`src/rtl/kyber_decrypt_core.sv`:
```
// Baby-Kyber decryption stage: w = v - s^T*u in Z_Q[x]/(x^N+1), computed with one serial MAC,
// then each coefficient is decoded to a message bit. K and N must be powers of two (K >= 2).
//
// state    | meaning
// ---------+-------------------------------------------------------------
// S_IDLE   | in_ready high; an accept captures u/v/s and clears acc
// S_MAC    | K*N*N product steps, walking p (outer), i, j (inner)
// S_REDUCE | one cycle: w = (v - acc) mod Q, decode bits, register outputs
// S_OUT    | out_valid high; outputs held until out_ready
module kyber_decrypt_core #(
  parameter int Q  = 17,
  parameter int N  = 4,
  parameter int K  = 2,
  parameter int DW = 32
) (
  input  logic              clk,
  input  logic              rst_n,
  input  logic              in_valid,
  output logic              in_ready,
  input  logic [K*N*DW-1:0] u_in,
  input  logic [N*DW-1:0]   v_in,
  input  logic [K*N*DW-1:0] s_in,
  output logic              out_valid,
  input  logic              out_ready,
  output logic [N-1:0]      msg_out,
  output logic [N*5-1:0]    w_out
);

  localparam int MACS = K * N * N;
  localparam int CW   = $clog2(MACS);
  localparam int IW   = $clog2(N);
  localparam int PW   = $clog2(K);
  localparam logic [CW-1:0]        MAC_LAST = CW'(MACS - 1);
  localparam logic signed [DW-1:0] QS       = DW'(Q);
  localparam logic signed [DW-1:0] QS3      = DW'(3 * Q);

  typedef enum logic [1:0] {
    S_IDLE,
    S_MAC,
    S_REDUCE,
    S_OUT
  } state_t;

  state_t state_q, state_d;

  logic [CW-1:0]        mac_cnt_q, mac_cnt_d;
  logic signed [DW-1:0] u_q   [K][N];
  logic signed [DW-1:0] s_q   [K][N];
  logic signed [DW-1:0] v_q   [N];
  logic signed [DW-1:0] acc_q [N];
  logic signed [DW-1:0] acc_d [N];
  logic [N-1:0]         msg_q, msg_d;
  logic [N*5-1:0]       w_q, w_d;

  logic                 accept;
  logic [CW-1:0]        mac_idx;
  logic [PW-1:0]        p_sel;
  logic [IW-1:0]        i_sel, j_sel, k_sel;
  logic                 k_wrap;
  logic signed [DW-1:0] prod;

  assign in_ready  = (state_q == S_IDLE);
  assign out_valid = (state_q == S_OUT);
  assign msg_out   = msg_q;
  assign w_out     = w_q;
  assign accept    = in_valid && in_ready;

  // The step counter runs down to zero; the product index counts up from it.
  assign mac_idx                = MAC_LAST - mac_cnt_q;
  assign {p_sel, i_sel, j_sel}  = mac_idx;
  assign {k_wrap, k_sel}        = {1'b0, i_sel} + {1'b0, j_sel};
  assign prod                   = DW'(s_q[p_sel][i_sel] * u_q[p_sel][j_sel]);

  always_comb begin
    logic signed [DW-1:0] t;
    logic signed [DW-1:0] r;
    logic signed [DW-1:0] w;
    logic signed [DW-1:0] w4;
    state_d   = state_q;
    mac_cnt_d = mac_cnt_q;
    acc_d     = acc_q;
    msg_d     = msg_q;
    w_d       = w_q;
    t         = '0;
    r         = '0;
    w         = '0;
    w4        = '0;
    case (state_q)
      S_IDLE: begin
        if (in_valid) begin
          state_d   = S_MAC;
          mac_cnt_d = MAC_LAST;
          for (int k = 0; k < N; k++) acc_d[k] = '0;
        end
      end
      S_MAC: begin
        // x^N = -1: a product landing at degree >= N folds back with a sign flip
        if (k_wrap) acc_d[k_sel] = acc_q[k_sel] - prod;
        else        acc_d[k_sel] = acc_q[k_sel] + prod;
        if (mac_cnt_q == '0) state_d = S_REDUCE;
        else                 mac_cnt_d = mac_cnt_q - CW'(1);
      end
      S_REDUCE: begin
        for (int i = 0; i < N; i++) begin
          t  = v_q[i] - acc_q[i];
          r  = t % QS;
          w  = (r + QS) % QS;
          w4 = w <<< 2;
          w_d[i*5 +: 5]  = 5'(w);
          msg_d[N-1-i]   = (w4 > QS) && (w4 < QS3);
        end
        state_d = S_OUT;
      end
      S_OUT: begin
        if (out_ready) state_d = S_IDLE;
      end
      default: state_d = S_IDLE;
    endcase
  end

  always_ff @(posedge clk) begin
    if (!rst_n) begin
      state_q   <= S_IDLE;
      mac_cnt_q <= '0;
      msg_q     <= '0;
      w_q       <= '0;
      for (int k = 0; k < N; k++) acc_q[k] <= '0;
    end else begin
      state_q   <= state_d;
      mac_cnt_q <= mac_cnt_d;
      msg_q     <= msg_d;
      w_q       <= w_d;
      for (int k = 0; k < N; k++) acc_q[k] <= acc_d[k];
    end
  end

  // Operand capture needs no reset: it is always reloaded before being used.
  always_ff @(posedge clk) begin
    if (rst_n && accept) begin
      for (int p = 0; p < K; p++) begin
        for (int j = 0; j < N; j++) begin
          u_q[p][j] <= u_in[(p*N + j)*DW +: DW];
          s_q[p][j] <= s_in[(p*N + j)*DW +: DW];
        end
      end
      for (int i = 0; i < N; i++) v_q[i] <= v_in[i*DW +: DW];
    end
  end

endmodule

```
`config.mk`:
```
export PLATFORM = sky130hd
export DESIGN_NAME = kyber_decrypt_core
export DESIGN_NICKNAME = d
export VERILOG_FILES = /design/src/rtl/kyber_decrypt_core.sv
export SDC_FILE = /design/constraint.sdc
export NUM_CORES = 2
export LEC_CHECK = 0
export ABC_AREA = 1
export CORE_MARGIN = 8
export CORE_UTILIZATION = 56
export DETAILED_ROUTE_END_ITERATION = 7
export PLACE_DENSITY = 0.8
export SYNTH_ARGS = -nofsm -noshare
export SYNTH_HDL_FRONTEND = slang
export SYNTH_SLANG_ARGS = --single-unit
export TNS_END_PERCENT = 100
```
`constraint.sdc`:
```
create_clock -name clk -period 34.9 [get_ports clk]
set_input_delay 6.98 -clock clk [delete_from_list [all_inputs] [get_ports clk]]
set_output_delay 6.98 -clock clk [all_outputs]
set_load 0.005 [all_outputs]
```
==> results.md <==
- The path class of the tightest hold or removal check is reg2reg.
- For the finished layout, the period the worst path requires is about 25000 ps.
- The number of library cell types mapped by synthesis is 87.
- The I/O pin count is 670.
- The post-synthesis sequential area ratio is between 20% and 30%.
- Based on the critical path, the design can be clocked at up to 39.3 MHz.
- The vias after detailed routing is 88104.
- The largest fanout of any net on the critical path is 21.
- Buffers inserted to repair hold after CTS numbered 0.
- The final worst slack is between 9000 and 10000 ps.
- The initial antenna violation count came to 56.
- The highest layer touched by signal routing is met5.
- In this run the vertical extent of the chip is 422 µm.
- Counting flops and latches in the post-synthesis netlist gives around 800.
- The count of yosys warnings during synthesis is 0.
- The cell occurring most often along the worst timing path is nand2_1.
- In this design, the stage delay of the slowest critical-path cell is 680 ps.
- The largest net degree at the start of global routing is about 160.
- The root buffer selected by CTS is clkbuf_16.
- The first global-routing pass estimated 456 mm of wire.
- STA classifies the critical path startpoint as a flip-flop.
- Once the floorplan was initialized, standard cells occupied 56.1% of the core.
- The combined buffer and inverter count along the critical path is 16.
- The worst setup path is captured at a flip-flop.
- The wire length per cell is about 19 µm.
- The flow ran to the end, and the final reports show no timing, DRC or antenna violations.
- The slowest cell on the critical path is nor2_2.
- The buffer levels on the longest clock path is 3.
- The floorplan has ~150 rows.
- The clock edge transition at the registers on the reported setup and hold paths is 60 ps.
- The final layout contains 14848 nets.
- Global routing used about a third of the available tracks.
- The number of remaining DRC errors is 0.
- The met3 wire length is between 20 and 25 mm.
- The clock arrives with about 50 ps of skew.
- The total area inside the core boundary comes to around 160000 µm².
- In this run the horizontal extent of the chip is 422 µm.
- The area of the multi-input gates is 60100 µm².
- The post-synth net total is 14257.
- The mean instance size in the synthesized netlist is 7.20 µm².
- Of the cells placed in the final design, the portion with a size suffix greater than 1 is around 15%.
- The layout overhead on the synthesized area is 13.2%.
- The kind of critical path is reg2reg.
- The worst-case setup slack after placement is 9950 ps.
- The first detailed-routing pass took 8 iterations.
- Setup repair after global routing left no endpoint under its margin.
- CTS saw 799 sinks.
- The final-report hold violation count is 0.
- In this run, synthesis inferred 640 flip-flops with an integrated enable.
- The number of inserted filler cells in the final layout is 14155.
- The count of cells resized by post-cts repair is 0.
- The post-route met1 wirelength is 109 mm.
- The async set or reset register ratio after synthesis is 0%.
- The count of maximum capacitance violations is 0.
- After global routing the overflow that remains totals 0.
- The sequential cell area in the final layout is 22400 µm².
- At the pin with the least slew margin, the transition time is roughly 1300 ps.
- For the worst-skew pair, the clock arrives at the later sink with an insertion delay of between 700 and 800 ps.
- The global placement routability congestion is 1.02.
- Using the TritonRoute via totals, the vias-per-cell ratio works out to 5.61.
- The required time at the worst-slack endpoint is 35450 ps.
- After synthesis the cells add up to 92100 µm².
- For this block, the initial DRC count from the detailed router was a little over 8000.
- The data arrival time of the critical path is about 26000 ps.
- The die covers 178000 µm².
- The routed design uses 143 mm of met2 wire.
- Grouping stages by cell kind, the critical path spends the most delay in simple AND/OR/NAND/NOR gates.
- After layout, the worst path uses 73.0% of the clock period.
- The main flop type after synthesis is edfxtp_1.
- The HPWL reported at the end of detailed placement is 235 mm.
- The final number of max-transition violations is 0.
- The CTS tree is yes.
- The count of buffers added on input and output ports is 669.
- The count of endpoints failing setup in the final report is 0.
- Headroom to the max-slew limit came out at 16.3%.
- The number of CTS-inserted buffers is 88.
- After technology mapping, the gate count stands at roughly 13000.
- The wire length reported by the detailed router is around 290 mm.
- Once detail routing completed, the nets flagged for antenna violations numbered 0.
- The H-tree was split into 3 levels.
- After clock tree synthesis, the setup repair step added 0 buffers.
- The number of global-route vias before repair is roughly 86000.
- Adding up every negative setup slack in the final design gives 0 ps.
## routing by layer
metal | vias up | track usage [%]
met3 | 866 | 5.04
met2 | 3915 | 55.2
li1 | 42184 | -
met4 | 6 | 18.1
met5 | - | 0
met1 | 41133 | 36.3
## worst paths after layout
| check | from | endpoint | slack, ps | cells after the start |
|---|---|---|---|---|
| setup / recovery | acc_q[32] | msg_out[1] | 9430 | 193 |
| hold / removal | acc_q[2] | acc_q[2] | 460 | 2 |
| setup reg to reg | acc_q[32] | msg_out[1] | 9430 | 193 |
| hold reg to reg | acc_q[2] | acc_q[2] | 460 | 2 |
## worst register-to-register path, delay by kind of cell, from the launching register on
kind                     cells  cell delay, ps
AO/OA/AOI/OAI                8            1320
XOR/XNOR                     5            1520
adder cells (fa/ha/maj)      8            1980
buffers and inverters       16            1500
flip-flops                   1             490
multiplexers                 1             180
AND/OR/NAND/NOR            155           18360
## cells in the final DEF, fill, tap and decap left out, drive strengths merged, types with 399 or more instances in the layout
cell and n:
nand3 1049, a21oi 456, fa 415, nor2 1300, clkdlybuf4s50 669, inv 2164, edfxtp 640, nand2 3945
o21ai 652, ha 399
## sequential cells by signal, summed over array words and instances (netlist names)
name       cells
w_out         20
mac_cnt_q      5
u_q          256
s_q          256
msg_out        4
state_q        2
acc_q        128
v_q          128
## cells by family (layout without fill, tap and decap cells)
family / count (synthesis) / after routing / synth area share (%)
buffers and inverters: 2470 / 3131 / 10.5
other: 0 / 55 / 0
XOR/XNOR: 426 / 426 / 4.32
adder cells (fa/ha/maj): 814 / 814 / 14.4
AO/OA/AOI/OAI: 1477 / 1477 / 9.49
AND/OR/NAND/NOR: 6807 / 6807 / 36.9
multiplexers: 6 / 6 / 0.0652
flip-flops: 799 / 799 / 24.3
## stage by stage
step / hold WS (ps) / std cells / instance area, µm² / util, %
after floorplan: 439 / 12799 / 92100 / -
after global placement: 448 / 15489 / 101000 / 61.5
after detailed placement: 453 / 15489 / 101000 / 61.5
after CTS: 462 / 15649 / 104000 / 63.4
after global routing: 481 / 15696 / 104000 / 63.5
final: 462 / 15704 / 104000 / 63.5
## area by class of cell
type,instances,share of cell area [%]
clock buffers,105,2.22
clock inverters,55,0.725
inverters,2215,8.09
well taps,2189,2.63
diodes,55,0.132
flip-flops and latches,799,21.5
repair buffers,756,7.06
multi-input cells,9530,57.7
## cell usage after synthesis (71+ instances only)
cell	n	area, µm²
fa_1	415	8310
a21oi_1	409	2050
xor2_1	315	2760
inv_1	1946	7300
dfxtp_1	159	3180
nand3_1	876	4380
o22ai_1	162	1010
o21ai_0	451	2260
nand2_2	761	4760
xnor2_1	80	701
nand2_4	204	2300
nor3_1	71	355
nand4_1	294	1840
nor2_1	1060	3980
edfxtp_1	640	19200
nand3_2	141	1410
inv_2	192	721
o21ai_1	144	721
ha_1	399	4990
clkbuf_1	194	728
nand2_1	2975	11200
nor2_2	182	1140
Power is left out: the tool's default activity adds up to more than one toggle a clock period on the data nets, which glitch-free logic cannot reach.
